**src/rtl/branch_predictor_pkg.sv**
```systemverilog
// Shared definitions for the next-PC predictor: counter states, BTB entry
// kinds and the bundled resolution request from execute.
package branch_predictor_pkg;

    // 2-bit direction counter; bit 1 is the predicted direction.
    typedef enum logic [1:0] {
        BP_SNT = 2'b00,
        BP_WNT = 2'b01,
        BP_WT  = 2'b10,
        BP_ST  = 2'b11
    } bp_cnt_e;

    localparam logic BP_KIND_BRANCH = 1'b0;
    localparam logic BP_KIND_JUMP   = 1'b1;

    // Resolution of one branch/JAL coming back from execute.
    typedef struct packed {
        logic        valid;
        logic [31:0] pc;
        logic [31:0] target;
        logic        taken;
        logic        is_branch;
        logic        is_jump;
    } bp_upd_t;

endpackage

```
**src/rtl/bp_sat_counter.sv**
```systemverilog
// Next-state function of a 2-bit saturating direction counter.
module bp_sat_counter
    import branch_predictor_pkg::*;
(
    input  logic [1:0] cnt,
    input  logic       taken,
    output logic [1:0] cnt_next
);

    // Step toward the resolved direction, holding at either end.
    always_comb begin
        cnt_next = cnt;
        if (taken) begin
            if (cnt != BP_ST)  cnt_next = cnt + 2'd1;
        end else begin
            if (cnt != BP_SNT) cnt_next = cnt - 2'd1;
        end
    end

endmodule

```
**src/rtl/branch_predictor.sv**
```systemverilog
// Next-PC predictor: direct-mapped BTB plus a table of 2-bit counters.
// Lookup is combinational from fetch_pc; training happens on the clock edge
// from execute-stage resolution. Define BP_GSHARE_EN to hash the counter
// index with a global history register; otherwise the counters are bimodal.
module branch_predictor
    import branch_predictor_pkg::*;
#(
    parameter int BTB_ENTRIES = 64,
    parameter int GHR_BITS    = 6
) (
    input  logic        clk,
    input  logic        reset,
    input  logic [31:0] fetch_pc,
    output logic [31:0] predict_pc,
    output logic        predict_taken,
    output logic        btb_hit,
    input  logic        upd_valid,
    input  logic [31:0] upd_pc,
    input  logic [31:0] upd_target,
    input  logic        upd_taken,
    input  logic        upd_is_branch,
    input  logic        upd_is_jump
);

    localparam int IDX_W = $clog2(BTB_ENTRIES);
    localparam int TAG_W = 32 - IDX_W - 2;

    logic [BTB_ENTRIES-1:0]             btb_valid;
    logic [BTB_ENTRIES-1:0][TAG_W-1:0]  btb_tag;
    logic [BTB_ENTRIES-1:0][31:0]       btb_target;
    logic [BTB_ENTRIES-1:0]             btb_kind;
    logic [BTB_ENTRIES-1:0][1:0]        bht;

    bp_upd_t          upd;
    logic [IDX_W-1:0] f_idx, f_bidx, u_idx, u_bidx;
    logic [TAG_W-1:0] f_tag, u_tag;
    logic             u_hit;
    logic [1:0]       cnt_next;

    assign upd = '{valid: upd_valid, pc: upd_pc, target: upd_target,
                   taken: upd_taken, is_branch: upd_is_branch, is_jump: upd_is_jump};

    assign f_idx = fetch_pc[IDX_W+1:2];
    assign f_tag = fetch_pc[31:IDX_W+2];
    assign u_idx = upd.pc[IDX_W+1:2];
    assign u_tag = upd.pc[31:IDX_W+2];

    // Byte offset within the instruction word never affects prediction.
    logic unused_pc_lsbs;
    assign unused_pc_lsbs = ^{fetch_pc[1:0], upd_pc[1:0]};

`ifdef BP_GSHARE_EN
    logic [GHR_BITS-1:0] ghr;

    // Both lookup and update hash with the history as it stands this cycle,
    // so the update side naturally uses the pre-shift value.
    assign f_bidx = f_idx ^ IDX_W'(ghr);
    assign u_bidx = u_idx ^ IDX_W'(ghr);

    // History records the direction of every conditional branch; JAL
    // (including branch+jump, which counts as a jump) leaves it alone.
    always_ff @(posedge clk or posedge reset) begin
        if (reset)
            ghr <= '0;
        else if (upd.valid && upd.is_branch && !upd.is_jump)
            ghr <= GHR_BITS'({ghr, upd.taken});
    end
`else
    localparam int unused_ghr_bits = GHR_BITS;
    assign f_bidx = f_idx;
    assign u_bidx = u_idx;
`endif

    // Combinational lookup; same-cycle updates are not bypassed.
    always_comb begin
        btb_hit       = btb_valid[f_idx] && (btb_tag[f_idx] == f_tag);
        predict_taken = btb_hit && (btb_kind[f_idx] || bht[f_bidx][1]);
        predict_pc    = predict_taken ? btb_target[f_idx] : fetch_pc + 32'd4;
    end

    assign u_hit = btb_valid[u_idx] && (btb_tag[u_idx] == u_tag);

    bp_sat_counter u_cnt (
        .cnt      (bht[u_bidx]),
        .taken    (upd.taken),
        .cnt_next (cnt_next)
    );

    // Valid bits and counters: cleared by reset, trained by resolutions.
    always_ff @(posedge clk or posedge reset) begin
        if (reset) begin
            btb_valid <= '0;
            for (int i = 0; i < BTB_ENTRIES; i++) bht[i] <= BP_WNT;
        end else if (upd.valid) begin
            if (upd.is_jump) begin
                btb_valid[u_idx] <= 1'b1;
                bht[u_bidx]      <= BP_ST;
            end else if (upd.is_branch) begin
                if (upd.taken && !u_hit) begin
                    btb_valid[u_idx] <= 1'b1;
                    bht[u_bidx]      <= BP_WT;
                end else begin
                    bht[u_bidx]      <= cnt_next;
                end
            end
        end
    end

    // Entry payload needs no reset: it is only observed behind a valid bit,
    // and anything written while reset is held stays invisible.
    always_ff @(posedge clk) begin
        if (upd.valid) begin
            if (upd.is_jump) begin
                btb_tag[u_idx]    <= u_tag;
                btb_target[u_idx] <= upd.target;
                btb_kind[u_idx]   <= BP_KIND_JUMP;
            end else if (upd.is_branch && upd.taken) begin
                btb_target[u_idx] <= upd.target;
                if (!u_hit) begin
                    btb_tag[u_idx]  <= u_tag;
                    btb_kind[u_idx] <= BP_KIND_BRANCH;
                end
            end
        end
    end

endmodule
```
**config.mk**
```make
export PLATFORM = sky130hd
export DESIGN_NAME = branch_predictor
export DESIGN_NICKNAME = d
export VERILOG_FILES = /design/src/rtl/branch_predictor_pkg.sv /design/src/rtl/bp_sat_counter.sv /design/src/rtl/branch_predictor.sv
export SDC_FILE = /design/constraint.sdc
export NUM_CORES = 2
export LEC_CHECK = 0
export CAP_MARGIN = 5
export CORE_ASPECT_RATIO = 1.25
export CORE_MARGIN = 5
export CORE_UTILIZATION = 30
export DETAILED_ROUTE_END_ITERATION = 10
export PLACE_DENSITY = 0.53
export SYNTH_ARGS = -nofsm -noshare
export SYNTH_HDL_FRONTEND = slang
export SYNTH_SLANG_ARGS = --single-unit
```
**constraint.sdc**
```tcl
create_clock -name clk -period 8.7 [get_ports clk]
set_clock_uncertainty 0.15 [all_clocks]
set_input_delay 2.175 -clock clk [delete_from_list [all_inputs] [get_ports clk]]
set_output_delay 2.175 -clock clk [all_outputs]
set_load 0.01 [all_outputs]
```
Yosys cells after proc, flatten, opt, wreduce, memory -nomap -nowiden. Index checks and enable logic that the tools add are counted.

Register bits after elaboration: 3840. Logic and storage cells: 273.

Add/sub/neg operators: 3. Order comparisons: 3. Equality and inequality tests: 4. Multiplexer cells: 45. Bitwise operators: 8. Reduce and logical (&&, ||, !) cells: 16.

Operators with widths (count): 2-to-1 mux 1536 bit (3); 2-to-1 mux 2048 bit (2); bitwise mux 2048 bit (1); bitwise mux 1536 bit (1); 2-to-1 mux 128 bit (3); 2-to-1 mux 64 bit (6); binary-select mux 24 bit (select 6 bit) (2); binary-select mux 32 bit (select 6 bit) (1); demux 32 bit (select 6 bit) (1); bitwise OR 64 bit (3); demux 24 bit (select 6 bit) (1); bitwise AND 64 bit (2); bitwise mux 128 bit (1); NOT 64 bit (2); bitwise OR 128 bit (1); 2-to-1 mux 32 bit (3); 2-to-1 mux 24 bit (3); equality test 24 bit (2); adder 32 x 3 -> 32 bit (second input constant) (1); binary-select mux 2 bit (select 6 bit) (2); binary-select mux 1 bit (select 6 bit) (3); less-than comparator 6 x 7 -> 1 bit (second input constant) (2); demux 2 bit (select 6 bit) (1); 2-to-1 mux 2 bit (6); 12 further kinds (26).

Longest topological paths before layout.
Depth in word-level cells: 9. Mapped depth: 20. Gate-level depth less buffers: 11.

By module. From an unflattened synthesis, not the netlist that was laid out.

Cell total of the unflattened synthesis: 7933. Area total of the unflattened synthesis: 162696.0 µm².

Modules (own cells, without submodules): branch_predictor (instances 1, cells an instance 7930, area each 162669.8 µm², sequential area each 114429.7 µm²); bp_sat_counter (instances 1, cells an instance 3, area each 26.3 µm², sequential area each 0.0 µm²).

Least setup slack after synthesis. OpenSTA, ideal clock, no wires.

Kind: input -> output. Start point: input fetch_pc[2]. End point: output predict_pc[11]. Arrival time: 5764 ps. Required time: 6375 ps. Setup slack: 611 ps. Stages: 14. Buffers on the path: 9. Cells stage by stage: buf_4 -> buf_6 -> buf_4 -> buf_4 -> buf_4 -> buf_4 -> buf_6 -> buf_2 -> clkbuf_1 -> mux4_2 -> mux4_2 -> mux4_2 -> nand2_1 -> o21ai_0.

Longest elaborated chain between the ends: 6. Elaborated cells on any way between the ends: 16. Classes of those cells: 1 x add/sub; 1 x eq/ne; 11 x mux; 3 x reduce/logical.

Ends and longest elaborated chain: start: declaration (line branch_predictor.sv:13) `input logic [31:0] fetch_pc,`; binary-select mux 24 bit (select 6 bit) (line branch_predictor.sv:76) `btb_hit = btb_valid[f_idx] && (btb_tag[f_idx] == f_tag);`; 2-to-1 mux 24 bit (not written as such) (line branch_predictor.sv:76); equality test 24 bit (line branch_predictor.sv:76); logical AND 1 bit (line branch_predictor.sv:76); logical AND 1 bit (line branch_predictor.sv:77) `predict_taken = btb_hit && (btb_kind[f_idx] || bht[f_bidx][1]);`; 2-to-1 mux 32 bit (*) (line branch_predictor.sv:78) `predict_pc = predict_taken ? btb_target[f_idx] : fetch_pc + 32'd4;`; end: declaration (line branch_predictor.sv:14) `output logic [31:0] predict_pc,`.

Mark *: on every way between the ends. The rest lies on a longest branch, timed or not. The select of a mux whose other input is x is not followed.

Worst setup path after layout.
Start point: input fetch_pc[2]. End point: output predict_pc[7].

Same word-level chain as after synthesis.

==> results.yml <==
run_status:
  status: "finished with violations"
  violations: "setup timing"
global_route:
  grt_max_degree: 119
  antenna_found_initial: 75
  first_global_vias: 97700
  overflow: 0
  track_usage: 0.225
  grt_pass1_wl_um: 868000
critical_path:
  crit_type: "in2out"
  cp.arrival_ps: 6610
  regToRegSetupSlack_ps: 3230
  end_kind: "primary output"
  critPathLaunchType: "primary input"
  cp_data_required_time_ps: 6380
  worst-path-max-fanout: 8
die:
  die_area_um2: 559000
  io_pins: 136
  die_w_um: 670
  core_area_um2: 544000
  initial_core_util: 0.300
  die_h_um: 835
  rows: 303
route:
  ant_nets: 0
  routedWlPerCell_um: 38.4
  drt_pre_antenna_iters: 7
  drcViolationCount: 0
  route.vias.total: 97200
  wl_um: 647000
  vias_per_cell: 5.78
  drtIter0Drc: 13600
yosys:
  async_reset_ff_frac: 0.0500
  ys_types: 82
  syn_area_um2: 163000
  synth.avg_cell_area_um2: 19.7
  synth-edff-count: 3648
  synthCells: 8307
  synthFlopType: "edfxtp_1"
  syn_nets: 8410
  ys_warn_count: 0
  yosysSeqAreaShare: 0.701
  yosys-top-cells-area: "edfxtp_1 67%, mux4_2 17%, mux2i_1 2.0%"
  yosys.area.top_type_share: 0.671
  yosys.area.top_type: "edfxtp_1"
  ys_ff_latch: 3840
sta:
  setup_ws_ps: -235
  relSlewSlack: 0.0542
  worst_pin_slew_ps: 1410
  setup_viol: 30
  rsz0062_at_grt: "yes"
  period_share: 1.03
  fmax_mhz: 112
  drv_slew: 0
  fin_crit_ps: 8940
  hold_viol_final: 0
finish:
  stdcell_area_um2: 196000
  drive_gt1_frac: 0.361
  syn_to_final_growth_pct: 20.2
  layout_commonest_cell: "edfxtp_1"
  mostFrequentLayoutCells: "3648 x edfxtp_1, 1220 x mux4_2, 760 x buf_4"
  final_nets: 9397
place:
  io_buffers: 133
  dp_slack_ps: -2090
  dp_hpwl_um: 426000
  gp_congestion: 0.964
  dpl_cell_area_um2: 182000
clocking:
  clock_sinks: 3840
  cts_tree: "done"
  h-tree-depth: 5
  cts-buffers-inserted: 402
  clk_path_buf_depth: 4
  clock_latency_ps: 1000
  clkTransAtPathRegs_ps: 60
  clock-root-buffer: "clkbuf_16"
power:
  power_leakage_nw: 63.0
  power_mw: 41.3
  power.density_nw_per_um2: 210
  irDropWorstVdd_uv: 186
run:
  drv_cap: 0
hold_path:
  min_path_type: "reg2reg"
==> synth_stat cells (28+ instances only) <==
master and n:
edfxtp_1 3648, mux4_2 1220, mux2i_1 334, nor2_1 312, a22oi_1 233, nand2_1 225
buf_2 217, clkbuf_1 201, a21oi_1 193, mux2_2 164, a221oi_1 141, dfrtp_1 128
nor3_1 107, buf_4 100, o21ai_0 96, o22ai_1 86, nand3_1 79, dfstp_2 64
buf_1 59, or2_1 53, nand2b_1 44, xnor2_1 39, xor2_1 34, a221o_1 32
nand4_1 32, nor2b_1 31, a211oi_1 28
==> metal layers <==
layer	GRT usage	vias up	wire, µm
met4	0.138	40	49900
met3	0.0438	1728	55900
met1	0.271	52300	230000
li1	-	37300	-
met5	0	-	292
met2	0.373	5913	310000
==> stage by stage <==
stage	utilization	std cells	setup TNS, ps	hold WS [ps]
global route	0.361	16800	-2170	345
global placement	0.334	16000	-51400	310
finish	0.361	16800	-2610	329
detailed placement	0.334	16000	-52030	317
CTS	0.360	16800	-670	332
floorplan	-	8307	0	295
==> flip-flops by register name (all words and copies together), names as in the netlist, named ones only <==
name / flops
btb_tag: 1536
bht: 128
btb_valid: 64
btb_target: 2048
==> repair_timing <==
| action | 4_1_cts | 5_1_grt |
|---|---|---|
| pin swaps | 21 | 24 |
| hold buffers | 0 | 0 |
| setup endpoints to repair | 34 | 33 |
| gates cloned | 5 | 3 |
| buffers inserted | 30 | 28 |
| resized for setup | 271 | 94 |
==> report_power, final <==
| group | switching [mW] | leakage [nW] | total [mW] | internal, mW |
|---|---|---|---|---|
| clock network | 7.43 | 6.30 | 17.1 | 9.69 |
| logic | 2.15 | 21.5 | 3.52 | 1.38 |
| registers | 0.135 | 35.1 | 20.6 | 20.5 |
| total | 9.72 | 63.0 | 41.3 | 31.5 |
==> cells by family after synthesis <==
kind of cell | synth area share
flip-flops | 0.701
multiplexers | 0.200
AND/OR/NAND/NOR | 0.0313
XOR/XNOR | 0.00392
AO/OA/AOI/OAI | 0.0450
adder cells (fa/ha/maj) | 0.0000766
buffers and inverters | 0.0190
==> cell type report <==
| class | instances | area [µm²] |
|---|---|---|
| diodes | 33 | 82.6 |
| repair buffers | 1181 | 12300 |
| clock inverters | 214 | 2010 |
| multi-input cells | 3856 | 47500 |
| well taps | 7167 | 8970 |
| inverters | 13 | 75.1 |
| clock buffers | 525 | 10900 |
| flip-flops and latches | 3840 | 114000 |
| fillers | 50200 | 347000 |
==> final timing paths <==
kind                       cells after the start                         to                      start
setup / recovery                              19              predict_pc[7]                fetch_pc[2]
hold / removal                                 1  btb_valid[58]$_DFFE_PP0P_  btb_valid[58]$_DFFE_PP0P_
setup reg to reg                              14    btb_tag[1373]$_DFFE_PP_     btb_tag[679]$_DFFE_PP_
hold reg to reg                                1  btb_valid[58]$_DFFE_PP0P_  btb_valid[58]$_DFFE_PP0P_
max in group asynchronous                      3  btb_valid[49]$_DFFE_PP0P_                      reset
min in group asynchronous                      2  btb_valid[38]$_DFFE_PP0P_                      reset
==> critical path: stages <==
cell and delay (ps):
buf_16 110, buf_12 150, buf_16 180, buf_16 170
mux4_2 560, a32oi_4 240, nand4_1 280, nor2_4 340
buf_6 150, xnor2_2 80, or4b_4 570, nor3_2 130
buf_4 140, and4b_4 330, buf_6 120, mux2_4 290
mux2i_1 160, buf_4 210, buf_6 130
Power figures use the tool's default switching activity.
